$ cat config.mk
export PLATFORM = sky130hd
export DESIGN_NAME = req_service_ctrl_flat
export DESIGN_NICKNAME = d
export VERILOG_FILES = /design/src/rtl/rr_pkg.sv /design/src/rtl/req_service_ctrl_if.sv /design/src/rtl/svc_timer.sv /design/src/rtl/req_service_ctrl.sv /design/src/flat_wrapper.sv
export SDC_FILE = /design/constraint.sdc
export NUM_CORES = 1
export LEC_CHECK = 0
export ABC_AREA = 1
export BUFFER_PORTS_ARGS = -buffer_cell sky130_fd_sc_hd__buf_2
export CORE_MARGIN = 1
export CORE_UTILIZATION = 35
export DETAILED_ROUTE_END_ITERATION = 10
export HOLD_SLACK_MARGIN = 0.02
export PLACE_DENSITY = 0.68
export SLEW_MARGIN = 10
export SYNTH_ARGS = -nofsm -noshare
export SYNTH_HDL_FRONTEND = slang
export SYNTH_HIERARCHICAL = 1
export SYNTH_SLANG_ARGS = --single-unit
$ cat constraint.sdc
create_clock -name clk -period 3.7 [get_ports clk]
set_input_delay 0.37 -clock clk [delete_from_list [all_inputs] [get_ports clk]]
set_output_delay 0.37 -clock clk [all_outputs]
set_load 0.05 [all_outputs]
$ cat src/rtl/rr_pkg.sv
`default_nettype none
// ============================================================================
// Module      : rr_pkg
// Description : Shared types, sizes and one-hot helpers for the round-robin
//               arbiter and its request/service front-end.
// Revision    : 1.0 - initial release
// ============================================================================
package rr_pkg;

    localparam int N_REQ = 8;
    localparam int IDX_W = 3;

    typedef enum logic [1:0] {
        IDLE  = 2'd0,
        SERVE = 2'd1,
        DONE  = 2'd2
    } state_t;

    // Number of set bits; wide enough to hold N_REQ itself.
    function automatic logic [IDX_W:0] popcount(input logic [N_REQ-1:0] vec);
        logic [IDX_W:0] cnt;
        cnt = '0;
        for (int i = 0; i < N_REQ; i++) begin
            cnt = cnt + {{IDX_W{1'b0}}, vec[i]};
        end
        return cnt;
    endfunction

    // True when exactly one bit is set.
    function automatic logic is_onehot(input logic [N_REQ-1:0] vec);
        return (popcount(vec) == (IDX_W + 1)'(1));
    endfunction

    // Index of the set bit; only meaningful when the input is one-hot.
    function automatic logic [IDX_W-1:0] onehot_to_idx(input logic [N_REQ-1:0] vec);
        logic [IDX_W-1:0] idx;
        idx = '0;
        for (int i = 0; i < N_REQ; i++) begin
            if (vec[i]) begin
                idx = idx | IDX_W'(i);
            end
        end
        return idx;
    endfunction

endpackage
`default_nettype wire

$ cat src/rtl/req_service_ctrl_if.sv
`default_nettype none
// ============================================================================
// Module      : req_service_ctrl_if
// Description : Request/grant/status bundle between the requesters, the
//               arbiter and the request service controller.
// Revision    : 1.0 - initial release
// ============================================================================
interface req_service_ctrl_if #(
    parameter int N_REQ = rr_pkg::N_REQ,
    parameter int IDX_W = rr_pkg::IDX_W
);
    logic [N_REQ-1:0] req_pulse_i;
    logic [N_REQ-1:0] grant_i;
    logic             any_grant_i;
    logic [N_REQ-1:0] reqs_o;
    logic             grant_en_o;
    logic             busy_o;
    logic [IDX_W-1:0] serving_o;
    logic [N_REQ-1:0] ack_o;
    logic [IDX_W:0]   pend_cnt_o;
    logic             dup_o;
    logic             err_o;

    // Controller side
    modport slave (
        input  req_pulse_i, grant_i, any_grant_i,
        output reqs_o, grant_en_o, busy_o, serving_o, ack_o,
               pend_cnt_o, dup_o, err_o
    );

    // Requester/arbiter side
    modport master (
        output req_pulse_i, grant_i, any_grant_i,
        input  reqs_o, grant_en_o, busy_o, serving_o, ack_o,
               pend_cnt_o, dup_o, err_o
    );
endinterface
`default_nettype wire

$ cat src/rtl/svc_timer.sv
`default_nettype none
// ============================================================================
// Module      : svc_timer
// Description : Loadable down-counter that parks at zero; zero_o flags the
//               last cycle of a service window.
// Revision    : 1.0 - initial release
// ============================================================================
module svc_timer #(
    parameter int WIDTH = 4
) (
    input  wire logic             clk,
    input  wire logic             rst,
    input  wire logic             load_i,
    input  wire logic [WIDTH-1:0] load_val_i,
    input  wire logic             dec_i,
    output logic                  zero_o
);
    logic [WIDTH-1:0] r_cnt;

    // Load has priority over decrement; never wraps below zero.
    always_ff @(posedge clk) begin
        if (!rst) begin
            r_cnt <= '0;
        end else if (load_i) begin
            r_cnt <= load_val_i;
        end else if (dec_i && (r_cnt != '0)) begin
            r_cnt <= r_cnt - WIDTH'(1);
        end
    end

    assign zero_o = (r_cnt == '0);
endmodule
`default_nettype wire

$ cat src/rtl/req_service_ctrl.sv
`default_nettype none
// ============================================================================
// Module      : req_service_ctrl
// Description : Latches request pulses into a pending vector for the
//               arbiter, accepts one one-hot grant at a time, serves it for
//               SVC_CYCLES cycles, then acks and retires the request.
// Revision    : 1.0 - initial release
// ============================================================================
module req_service_ctrl
    import rr_pkg::state_t, rr_pkg::IDLE, rr_pkg::SERVE, rr_pkg::DONE,
           rr_pkg::IDX_W, rr_pkg::popcount, rr_pkg::is_onehot,
           rr_pkg::onehot_to_idx;
#(
    parameter int N_REQ      = rr_pkg::N_REQ,
    parameter int SVC_CYCLES = 4            // legal range 1..15
) (
    input  wire logic         clk,
    input  wire logic         rst,
    req_service_ctrl_if.slave bus
);
    // Timer starts one below the window length because the zero cycle is
    // itself the last SERVE cycle.
    localparam logic [3:0] c_timer_load = 4'(SVC_CYCLES - 1);

    state_t           r_state;
    state_t           w_state_nxt;
    logic [N_REQ-1:0] r_pend;
    logic [N_REQ-1:0] r_ack;
    logic [N_REQ-1:0] w_clr;
    logic [IDX_W-1:0] r_serving;
    logic             r_busy;
    logic             r_dup;
    logic             r_err;
    logic             w_grant_ok;
    logic             w_timer_load;
    logic             w_timer_dec;
    logic             w_timer_zero;
    logic             w_err_set;

    svc_timer #(
        .WIDTH (4)
    ) u_svc_timer (
        .clk        (clk),
        .rst        (rst),
        .load_i     (w_timer_load),
        .load_val_i (c_timer_load),
        .dec_i      (w_timer_dec),
        .zero_o     (w_timer_zero)
    );

    // Grant acceptance; gated by reset so the arbiter never advances then.
    always_comb begin
        w_grant_ok = rst && (r_state == IDLE) && bus.any_grant_i
                     && is_onehot(bus.grant_i);
    end

    // Next-state logic and timer/flag strobes.
    always_comb begin
        w_state_nxt  = r_state;
        w_timer_load = 1'b0;
        w_timer_dec  = 1'b0;
        w_err_set    = 1'b0;
        case (r_state)
            IDLE: begin
                if (bus.any_grant_i) begin
                    if (is_onehot(bus.grant_i)) begin
                        w_state_nxt  = SERVE;
                        w_timer_load = 1'b1;
                    end else begin
                        w_err_set = 1'b1;
                    end
                end
            end
            SERVE: begin
                if (w_timer_zero) begin
                    w_state_nxt = DONE;
                end else begin
                    w_timer_dec = 1'b1;
                end
            end
            DONE: begin
                w_state_nxt = IDLE;
            end
            default: begin
                w_state_nxt = IDLE;
            end
        endcase
    end

    // The served bit retires only in DONE.
    always_comb begin
        w_clr = (r_state == DONE) ? (N_REQ'(1) << r_serving) : '0;
    end

    // State register.
    always_ff @(posedge clk) begin
        if (!rst) begin
            r_state <= IDLE;
        end else begin
            r_state <= w_state_nxt;
        end
    end

    // Registered status outputs derived from the upcoming state.
    always_ff @(posedge clk) begin
        if (!rst) begin
            r_busy    <= 1'b0;
            r_ack     <= '0;
            r_serving <= '0;
        end else begin
            r_busy <= (w_state_nxt != IDLE);
            r_ack  <= (w_state_nxt == DONE) ? (N_REQ'(1) << r_serving) : '0;
            if (w_timer_load) begin
                r_serving <= onehot_to_idx(bus.grant_i);
            end
        end
    end

    // Pending vector: a new pulse wins over a same-cycle retire.
    always_ff @(posedge clk) begin
        if (!rst) begin
            r_pend <= '0;
        end else begin
            r_pend <= (r_pend & ~w_clr) | bus.req_pulse_i;
        end
    end

    // Sticky error flags, cleared only by reset.
    always_ff @(posedge clk) begin
        if (!rst) begin
            r_dup <= 1'b0;
            r_err <= 1'b0;
        end else begin
            if (|(bus.req_pulse_i & r_pend & ~w_clr)) begin
                r_dup <= 1'b1;
            end
            if (w_err_set) begin
                r_err <= 1'b1;
            end
        end
    end

    assign bus.reqs_o     = r_pend;
    assign bus.grant_en_o = w_grant_ok;
    assign bus.busy_o     = r_busy;
    assign bus.serving_o  = r_serving;
    assign bus.ack_o      = r_ack;
    assign bus.pend_cnt_o = popcount(r_pend);
    assign bus.dup_o      = r_dup;
    assign bus.err_o      = r_err;
endmodule
`default_nettype wire

$ cat src/flat_wrapper.sv
// flat-port wrapper written by rule: the top's interface ports become plain ports
module req_service_ctrl_flat import rr_pkg::state_t, rr_pkg::IDLE, rr_pkg::SERVE, rr_pkg::DONE,
           rr_pkg::IDX_W, rr_pkg::popcount, rr_pkg::is_onehot,
           rr_pkg::onehot_to_idx;
#(
    parameter int N_REQ      = rr_pkg::N_REQ,
    parameter int SVC_CYCLES = 4                                
)
  (clk, rst, bus_req_pulse_i, bus_grant_i, bus_any_grant_i, bus_reqs_o, bus_grant_en_o, bus_busy_o, bus_serving_o, bus_ack_o, bus_pend_cnt_o, bus_dup_o, bus_err_o);
  req_service_ctrl_if #(.N_REQ(N_REQ)) bus_i ();
  input  wire logic clk;
  input  wire logic rst;
  input wire logic [$bits(bus_i.req_pulse_i)-1:0] bus_req_pulse_i;
  input wire logic [$bits(bus_i.grant_i)-1:0] bus_grant_i;
  input wire logic [$bits(bus_i.any_grant_i)-1:0] bus_any_grant_i;
  output wire logic [$bits(bus_i.reqs_o)-1:0] bus_reqs_o;
  output wire logic [$bits(bus_i.grant_en_o)-1:0] bus_grant_en_o;
  output wire logic [$bits(bus_i.busy_o)-1:0] bus_busy_o;
  output wire logic [$bits(bus_i.serving_o)-1:0] bus_serving_o;
  output wire logic [$bits(bus_i.ack_o)-1:0] bus_ack_o;
  output wire logic [$bits(bus_i.pend_cnt_o)-1:0] bus_pend_cnt_o;
  output wire logic [$bits(bus_i.dup_o)-1:0] bus_dup_o;
  output wire logic [$bits(bus_i.err_o)-1:0] bus_err_o;
  assign bus_i.req_pulse_i = bus_req_pulse_i;
  assign bus_i.grant_i = bus_grant_i;
  assign bus_i.any_grant_i = bus_any_grant_i;
  assign bus_reqs_o = bus_i.reqs_o;
  assign bus_grant_en_o = bus_i.grant_en_o;
  assign bus_busy_o = bus_i.busy_o;
  assign bus_serving_o = bus_i.serving_o;
  assign bus_ack_o = bus_i.ack_o;
  assign bus_pend_cnt_o = bus_i.pend_cnt_o;
  assign bus_dup_o = bus_i.dup_o;
  assign bus_err_o = bus_i.err_o;
  req_service_ctrl #(.N_REQ(N_REQ), .SVC_CYCLES(SVC_CYCLES)) u_core (.clk(clk), .rst(rst), .bus(bus_i));
endmodule
==> results of run 1 <==
final timing paths:
kind,end,cells after the start,slack [ns],from
worst max-delay path,bus_grant_en_o,16,0.003,bus_grant_i[0]
worst min-delay path,u_core/bus.reqs_o[5],3,0.32,bus_req_pulse_i[5]
worst max register to register,u_core/u_svc_timer/r_cnt[1],11,2.17,u_core/u_svc_timer/r_cnt[0]
worst min register to register,u_core/u_svc_timer/r_cnt[3],2,0.50,u_core/u_svc_timer/r_cnt[3]
worst reg2reg max path, stage by stage, from the launching register on:
cell	delay, ns
dfxtp_1	0.33
inv_1	0.11
ha_1	0.22
nand3_2	0.12
inv_1	0.10
inv_1	0.04
nand2_1	0.09
inv_1	0.07
nand2_4	0.08
nand2_4	0.06
o21ai_0	0.15
nor2_1	0.06
report_power, final:
group | leakage, nW | total (mW) | switching (mW) | internal [mW]
Combinational | 0.872 | 0.481 | 0.325 | 0.156
Clock | 0.0357 | 0.233 | 0.0878 | 0.145
Sequential | 0.230 | 0.369 | 0.0369 | 0.332
Total | 1.14 | 1.08 | 0.449 | 0.633
cell type report:
class                           instances  area (um^2)  share of cell area [%]
Clock buffer                            3        41.29                   1.956
Clock inverter                          1        30.03                   1.423
Inverter                               54        215.2                   10.20
Multi-Input combinational cell        144        899.6                   42.62
Sequential cell                        28        560.5                   26.56
Tap cell                               52        65.06                   3.082
Timing Repair Buffer                   51        299.0                   14.17
per-layer routing:
layer,up-vias,part of all wire (%)
met5,-,0
met4,0,1.8
met3,8,4.4
met2,34,49
met1,653,45
li1,792,-
state kept, by name, summed over array words and instances (netlist names):
name                      count
u_core/bus.dup_o              1
u_core/u_svc_timer/r_cnt      4
u_core/r_state                2
u_core/bus.serving_o          3
u_core/bus.ack_o              8
u_core/bus.busy_o             1
u_core/bus.err_o              1
u_core/bus.reqs_o             8
synthesized netlist by cell type (all sizes together), types with 3 or more instances:
master / count
nor4: 4
nor2: 29
a21oi: 15
o21ai: 6
nor3: 3
dfxtp: 28
nand2: 43
nand3: 17
fa: 8
inv: 53
ha: 7
buf: 3
cells by family after synthesis:
| family | after synthesis | share of synthesized area, % |
|---|---|---|
| other cells | 2 | 0.4479 |
| fa+ha+maj | 15 | 14.78 |
| xor+xnor | 2 | 1.045 |
| buf+inv | 58 | 14.33 |
| flops | 28 | 33.43 |
| simple gates | 99 | 27.99 |
| compound gates | 24 | 7.985 |
per-stage QoR:
step / total power, mW / cells / hold slack (ns) / area, um^2 / setup slack (ns)
6_report: 1.082 / 333 / 0.3197 / 2111 / 0.003442
5_1_grt: 1.157 / 333 / 0.3269 / 2111 / -0.1117
4_1_cts: 1.085 / 332 / 0.3118 / 2074 / -0.04101
3_5_place_dp: 0.8414 / 328 / 0.4818 / 1989 / -0.1839
3_3_place_gp: 0.8309 / 328 / 0.4734 / 1989 / -0.1004
2_1_floorplan: 0.7534 / 230 / 0.4657 / 1695 / 0.05527
timing repair:
action	CTS	global route
gates resized for setup	4	12
pin swaps	0	3
endpoints found under the setup margin	1	2
setup buffers	0	1
cloned	0	0
==> metrics.md, run 1 <==
| Metric | Value |
|---|---|
| Status | complete, but fails checks |
| Failing checks | design-rule violations |
| Critical Path RT | 3.33 ns |
| Peak supply drop | 0.2931 mV |
| Die W | slightly above 70 um |
| Fmax | approximately 270 MHz |
| H-tree depth | 1 |
| Final layout net count | approximately 320 |
| Number of synthesized flops with an enable pin | 0 |
| Hold buffers post-CTS | 0 |
| Number of CTS-inserted buffers | 3 |
| Synth Warn # | 6 |
| Setup TNS | 0 ns |
| Maximum root-to-sink buffer count | 2 |
| Area grow syn2layout | 25.90% |
| Synth area leader | dfxtp_1 |
| Main synth FF type | dfxtp_1 |
| Starting Density | roughly 37% |
| Antenna violations before repair | 0 |
| WL/cell | approximately 10 um |
| Critical path capture point type | primary output |
| Clk Tree Root Cell | clkbuf_8 |
| DP Wirelength | 2796 um |
| Die area | 5071 um^2 |
| # diodes | 0 |
| Yosys reg bits | 28 |
| Yosys cell types | 30 |
| Clk Latency, worst-skew pair | ~0.27 ns |
| Buf/Inv on CP | 7 |
| Slowest-stage cell, CP | fa_1 |
| Final core utilization | a little under half |
| RSZ-0062 raised after global routing | true |
| Final Max Slew Viols | 0 |
| Synthesized cell area | between 1500 and 2000 um^2 |
| Final Cycle Share | around 100% |
| Core area | approximately 4500 um^2 |
| Mapped Cells | around 230 |
| First-pass GRT wire length | 6078 um |
| Die H | about 71 um |
| WL final | ~3400 um |
| Buffers on Ports | between 40 and 50 |
| Arrival time at the worst endpoint | approximately 3.3 ns |
| GRT Util Overall | ~15% |
| Most area-consuming cells after synthesis | dfxtp_1 33%, inv_1 10%, fa_1 9.6% |
| CTS tree | done |
| Initial DRC count | ~110 |
| Largest stage delay, worst path | 0.54 ns |
| GR Layer Usage met2 | approximately 27% |
| Power per cell area | ~510 nW/um^2 |
| Via count | ~1500 |
| Final min period | approximately 3.7 ns |
| Layout cells sized above 1 | a little under a third |
| Final setup fails | 0 |
| Drt pass-1 iters | 10 |
| Routed Antenna Nets | 0 |
| Post-Syn Area per Cell | around 7.4 um^2 |
| Fillers | roughly 450 |
| Vias per std cell | between 4 and 5 |
| Std cell rows | 24 |
| M1 GR Usage | about 18% |
| Clock sinks | 28 |
| Most frequent cells in the layout | 41 x buf_2, 41 x inv_1, 38 x nand2_1 |
| CP max FO | 2 |
| Grt met3 use | 3.094% |
| Crit path top cell by count | fa_1 |
| Final hold viol count | 0 |
| CTS clk-pin slew, worst paths | approximately 0.090 ns |
| Vias in the first global route | roughly 1400 |
| Number of I/O pins | 46 |
| Drt drc | 5 |
| Top delay family on crit path | adder cells |
| Largest net degree at the start of global routing | 17 |
| Post-synthesis sequential area ratio | between 30% and 40% |
| Gr ovfl total | 0 |
| CP Launch Type | primary input |
| Fin Clk Skew | 0.008607 ns |
| Yosys top cell area share | 33.43% |
| Worst Hold Class | in -> reg |
| CP cell instances | buf_8 > inv_4 > fa_1 > fa_1 > fa_1 > inv_1 > ha_2 > inv_2 > fa_1 > nand2_1 > a21oi_2 > nand3_2 > inv_2 > nand2_2 > clkinvlp_4 > buf_8 |
| CP Class | in -> out |
| Busiest grt layer | met2 |
| Pleak | 1.138 nW |
| Fraction of registers with async set/reset | 0% |
| MaxCap Viol Count | 0 |
| GPL Wtd Cong | around 0.82 |
No activity file was read; power rests on OpenSTA's default activity.
==> inputs of run 2 (changes only) <==
--- a/config.mk
+++ b/config.mk
@@ -7,6 +7,7 @@
 export LEC_CHECK = 0
 export ABC_AREA = 1
 export BUFFER_PORTS_ARGS = -buffer_cell sky130_fd_sc_hd__buf_2
+export CORE_ASPECT_RATIO = 0.5
 export CORE_MARGIN = 1
 export CORE_UTILIZATION = 35
 export DETAILED_ROUTE_END_ITERATION = 10
==> run 2 against run 1 <==
  * The run now ends clean
  * Maximum frequency increased by 1.3%
  * Global-route usage decreased by 0.64 points
  * Clock power decreased by 20%
  * Combinational power decreased by 2%
  * Final area decreased by 1.1%
==> metrics.md, run 2 (same netlist as run 1, synthesis figures left out) <==
| Metric | Value |
|---|---|
| Status | finished clean |
| Crit path top cell by count | fa_1 |
| Pleak | 1.121 nW (-1.5%) |
| CP max FO | 2 (unchanged) |
| Fmax | 274.1 MHz (+1.3%) |
| Final worst setup slack | 0.05192 ns (+0.04848 ns) |
| Number of CTS-inserted buffers | 3 (unchanged) |
| Maximum root-to-sink buffer count | 2 (unchanged) |
| Clock sinks | 28 (unchanged) |
| First-pass GRT wire length | 5871 um (-3.4%) |
| WL final | 3349 um (-1.5%) |
| Antenna violations before repair | 0 (unchanged) |
| Die W | 99.88 um (+40%) |
| Fillers | 446 (-1.5%) |
| Fin cells | 345 (+3.6%) |
| Layout cells sized above 1 | 29.75% (-0.50 points) |
| Routed Antenna Nets | 0 (unchanged) |
| Inst Count DP | 341 (+4.0%) |
| CTS tree | done |
| Top delay family on crit path | adder cells |
| H-tree depth | 1 (unchanged) |
| Clk Latency, worst-skew pair | 0.27 ns (about the same) |
| GRT Util Overall | 14.29% (-0.64 points) |
| Clk Tree Root Cell | clkbuf_8 |
| Cell area after layout | 2088 um^2 (-1.1%) |
| Largest net degree at the start of global routing | 16 (-1) |
| Die H | 50.94 um (-28%) |
| Std cell rows | 17 (-29%) |
| CTS clk-pin slew, worst paths | 0.09 ns (about the same) |
| Drt pass-1 iters | 4 (-6) |
| Final min period | 3.648 ns (-0.04848 ns) |
| Multi-input logic area | 899.6 um^2 (unchanged) |
| Final Cycle Share | 98.60% (-1.3 points) |
| Buffers on Ports | 45 (unchanged) |
| Die area | 5088 um^2 (+0.34%) |
| FF/Latch Area | 560.5 um^2 (unchanged) |
| Starting Density | 37.36% (-0.11 points) |
| Core area | 4488 um^2 (+0.31%) |
| Critical Path RT | 3.33 ns (about the same) |
| Largest stage delay, worst path | 0.54 ns (about the same) |
| GPL Wtd Cong | 0.8222 (about the same) |
| Area grow syn2layout | 24.55% |
| Placed inst area | 1999 um^2 (+0.50%) |
| Vias in the first global route | 1460 (+1.8%) |
| Critical path capture point type | primary output |
| Drt drc | 0 (-5) |
| Gr ovfl total | 0 (unchanged) |
| Number of I/O pins | 46 (unchanged) |
| Final hold viol count | 0 (unchanged) |
| # diodes | 0 (unchanged) |
| Fin Clk Skew | 0.001385 ns (-0.007223 ns) |
| Power, Total | 1.028 mW (-5.0%) |
| Worst Hold Class | in -> reg |
| RSZ-0062 raised after global routing | true |
| DP Wirelength | 2787 um (-0.32%) |
| Final layout net count | 314 (-0.63%) |
| Most frequent cells in the layout | 41 x buf_2, 41 x inv_1, 38 x nand2_1 |
| Initial DRC count | 32 (-71%) |
| CP Class | in -> out |
| Dpl ws | -0.1568 ns (+0.02709 ns) |
| Via count | 1484 (-0.20%) |
| WL/cell | 9.707 um (-4.9%) |
| Buf/Inv on CP | 7 (unchanged) |
| Slowest-stage cell, CP | fa_1 |
| Final setup fails | 0 (unchanged) |
| CP cell instances | buf_6 > inv_2 > fa_1 > fa_1 > fa_1 > inv_1 > ha_2 > inv_2 > fa_1 > nand2_1 > a21oi_2 > nand3_2 > inv_2 > nand2_2 > clkinvlp_4 > buf_8 |
| MaxCap Viol Count | 0 (unchanged) |
| Power per cell area | 492.4 nW/um^2 (-4.0%) |
| CP Launch Type | primary input |
| Vias per std cell | 4.301 (-3.7%) |
| Final Max Slew Viols | 0 (unchanged) |
| Postcts setup bufs | 0 (unchanged) |
| Peak supply drop | 0.1677 mV (-43%) |
| Arrival time at the worst endpoint | 3.28 ns (-0.05 ns) |
run 2: cell type report:
class | instances | area share [%]
tap | 66 | 3.954
timing repair buffer | 49 | 13.42
clock buffer | 4 | 2.636
multi-input combinational | 144 | 43.08
sequential | 28 | 26.84
inverter | 54 | 10.07
run 2: worst min-delay path, cell delays in order:
cell	delay, ns
buf_2	0.09
a21oi_1	0.03
nor2_1	0.06
run 2: worst paths after layout:
check	start	slack, ns	to	cells after the start
max	bus_grant_i[0]	0.05	bus_grant_en_o	16
max reg2reg	u_core/u_svc_timer/r_cnt[0]	2.16	u_core/u_svc_timer/r_cnt[1]	12
min	bus_req_pulse_i[3]	0.32	u_core/bus.reqs_o[3]	3
min reg2reg	u_core/u_svc_timer/r_cnt[3]	0.50	u_core/u_svc_timer/r_cnt[3]	2
run 2: per-layer routing:
layer	vias up	global-route usage, %	routed length (um)
li1	788	-	-
met3	4	3.967	155
met5	-	0	0
met1	667	16.23	1475
met4	0	3.676	35
met2	25	26.78	1682
run 2: metrics by stage:
step                setup TNS [ns]  util (%)  hold slack, ns
finish                           0     46.53          0.3164
detailed placement         -0.2805     44.55          0.4739
CTS                       -0.01034     46.08          0.3107
global route              -0.06796     46.53          0.3120
floorplan                        0         -          0.4657
global placement          -0.08809     44.55          0.4680
run 2: timing repair:
action	in CTS	in global routing
resized for setup	4	10
endpoints found under the hold margin	0	0
setup endpoints to repair	1	2
hold buffers	0	0
pin swaps	0	1
run 2: power breakdown:
part,internal (mW),switching [mW]
Clock,0.0952,0.0907
Combinational,0.151,0.322
Sequential,0.332,0.0374
Total,0.579,0.450
==> inputs of run 3 (changes only) <==
--- a/config.mk
+++ b/config.mk
@@ -8,7 +8,7 @@
 export ABC_AREA = 1
 export BUFFER_PORTS_ARGS = -buffer_cell sky130_fd_sc_hd__buf_2
 export CORE_ASPECT_RATIO = 0.5
-export CORE_MARGIN = 1
+export CORE_MARGIN = 2
 export CORE_UTILIZATION = 35
 export DETAILED_ROUTE_END_ITERATION = 10
 export HOLD_SLACK_MARGIN = 0.02
==> run 3 against run 2 <==
  * Maximum frequency down 0.16%
  * Clock skew is essentially flat
  * Power is 1.5% higher
  * Sequential cell count did not move
  * Sequential share of layout area decreased by 0.13 points
  * Sequential power barely moved
  * Clock-buffer cell count unchanged
  * Die area up 6.0%
  * Utilization barely moved
  * Critical endpoint unchanged
  * Largest cell class unchanged
==> metrics.md, run 3 (same netlist as run 1, synthesis figures left out) <==
| Metric | Value |
|---|---|
| Cell area after layout | 2098 um^2 (+0.48%) |
| WL final | 3617 um (+8.0%) |
| Die H | 52.94 um (+3.9%) |
| Clk Tree Root Cell | clkbuf_8 |
| Final Cycle Share | 98.76% (+0.16 points) |
| H-tree depth | 1 (unchanged) |
| Power, Total | 1.043 mW (+1.5%) |
| Reg2reg path depth | 11 (-1) |
| DP Wirelength | 2870 um (+3.0%) |
| Final hold viol count | 0 (unchanged) |
| Fmax | 273.7 MHz (-0.16%) |
| Fin cells | 346 (+0.29%) |
| GPL Wtd Cong | 0.8985 (+9.3%) |
| Layout cells sized above 1 | 30.00% (+0.25 points) |
| CP max FO | 2 (unchanged) |
| Die W | 101.9 um (+2.0%) |
| Die area | 5394 um^2 (+6.0%) |
| Initial DRC count | 26 (-19%) |
| Final layout net count | 315 (+0.32%) |
| Core area | 4509 um^2 (+0.47%) |
| GRT Util Overall | 14.47% (+0.18 points) |
| Fillers | 487 (+9.2%) |
| Gr ovfl total | 0 (unchanged) |
| CTS clk-pin slew, worst paths | 0.09 ns (about the same) |
| Via count | 1515 (+2.1%) |
| Drt pass-1 iters | 4 (unchanged) |
| Final setup fails | 0 (unchanged) |
| Final min period | 3.654 ns (+0.005961 ns) |
| Power per cell area | 497.3 nW/um^2 (+0.99%) |
| Status | finished clean |
| Final worst setup slack | 0.04596 ns (-0.005961 ns) |
| Vias per std cell | 4.379 (+1.8%) |
| First-pass GRT wire length | 6058 um (+3.2%) |
| Fin Clk Skew | 0.001360 ns (-0.00002515 ns) |
| Hold depth | 3 (unchanged) |
| Largest net degree at the start of global routing | 16 (unchanged) |
| Area grow syn2layout | 25.15% |
| Placed inst area | 1999 um^2 (unchanged) |
| Starting Density | 37.18% (-0.18 points) |
| Inst Count DP | 341 (unchanged) |
| MaxCap Viol Count | 0 (unchanged) |
| Dpl ws | -0.1474 ns (+0.009395 ns) |
| Peak supply drop | 0.1527 mV (-8.9%) |
| # diodes | 0 (unchanged) |
| Clock sinks | 28 (unchanged) |
| Antenna violations before repair | 0 (unchanged) |
| Critical Path RT | 3.33 ns (about the same) |
| RSZ-0062 raised after global routing | true |
| Std cell rows | 17 (unchanged) |
| Most frequent cells in the layout | 41 x buf_2, 41 x inv_1, 38 x nand2_1 |
| Critical path capture point type | primary output |
| Maximum root-to-sink buffer count | 2 (unchanged) |
| Buffers on Ports | 45 (unchanged) |
| Drt drc | 0 (unchanged) |
| Arrival time at the worst endpoint | 3.28 ns (about the same) |
| Vias in the first global route | 1415 (-3.1%) |
| CTS tree | done |
| Clk Latency, worst-skew pair | 0.28 ns (about the same) |
| Worst Hold Class | in -> reg |
| WL/cell | 10.45 um (+7.7%) |
| CP Launch Type | primary input |
| CP Class | in -> out |
| Final Max Slew Viols | 0 (unchanged) |
| Routed Antenna Nets | 0 (unchanged) |
| Pleak | 1.126 nW (+0.45%) |
| Number of I/O pins | 46 (unchanged) |
| Number of CTS-inserted buffers | 3 (unchanged) |
run 3: cell count changes in the layout (fill, tap and decap cells not counted):
cell	change
clkbuf_4	+1
inv_2	-1
inv_4	+1
run 3: per-layer routing:
metal  global-route usage, %  wire length [um]  vias up
li1                        -                 -      793
met1                   16.31              1590      682
met2                   27.41              1809       31
met3                   3.831               169        9
met4                   4.000                48        0
met5                       0                 0        -
run 3: final cells by class:
cell class / instances / area, um^2 / area share (%)
clock buffer: 4 / 55.05 / 2.624
inverter: 54 / 212.7 / 10.14
multi-input combinational: 144 / 899.6 / 42.87
sequential: 28 / 560.5 / 26.71
tap: 66 / 82.58 / 3.936
timing repair buffer: 50 / 287.8 / 13.71
run 3: worst paths after layout:
check / slack [ns] / from / endpoint
setup reg to reg: 2.15 / u_core/u_svc_timer/r_cnt[0] / u_core/u_svc_timer/r_cnt[1]
hold reg to reg: 0.51 / u_core/u_svc_timer/r_cnt[3] / u_core/u_svc_timer/r_cnt[3]
setup / recovery: 0.05 / bus_grant_i[0] / bus_grant_en_o
hold / removal: 0.31 / bus_req_pulse_i[2] / u_core/bus.reqs_o[2]
run 3: metrics by stage:
step                util [%]  hold slack [ns]  TNS [ns]
floorplan                  -           0.4657         0
global placement       44.34           0.4687  -0.09175
detailed placement     44.34           0.4805   -0.2277
CTS                    45.87           0.3068         0
global route           46.53           0.3183  -0.04743
finish                 46.53           0.3087         0
run 3: report_power, final:
part | switching (mW) | internal (mW)
clock network | 0.0942 | 0.0954
logic | 0.328 | 0.157
registers | 0.0375 | 0.332
total | 0.460 | 0.584
run 3: timing repair:
| action | in CTS | in global routing |
|---|---|---|
| endpoints found under the hold margin | 0 | 0 |
| setup buffers | 0 | 1 |
| pin swaps | 1 | 0 |
| endpoints found under the setup margin | 1 | 2 |
| hold buffers | 0 | 0 |
| resized for setup | 5 | 9 |
| gates cloned | 0 | 0 |
run 3: critical path, stage by stage:
cell,delay [ns]
buf_6,0.07
inv_2,0.03
fa_1,0.54
fa_1,0.42
fa_1,0.43
inv_1,0.07
ha_2,0.18
inv_2,0.04
fa_1,0.47
nand2_1,0.07
a21oi_2,0.15
nand3_2,0.11
inv_2,0.07
nand2_2,0.05
clkinvlp_4,0.08
buf_8,0.13
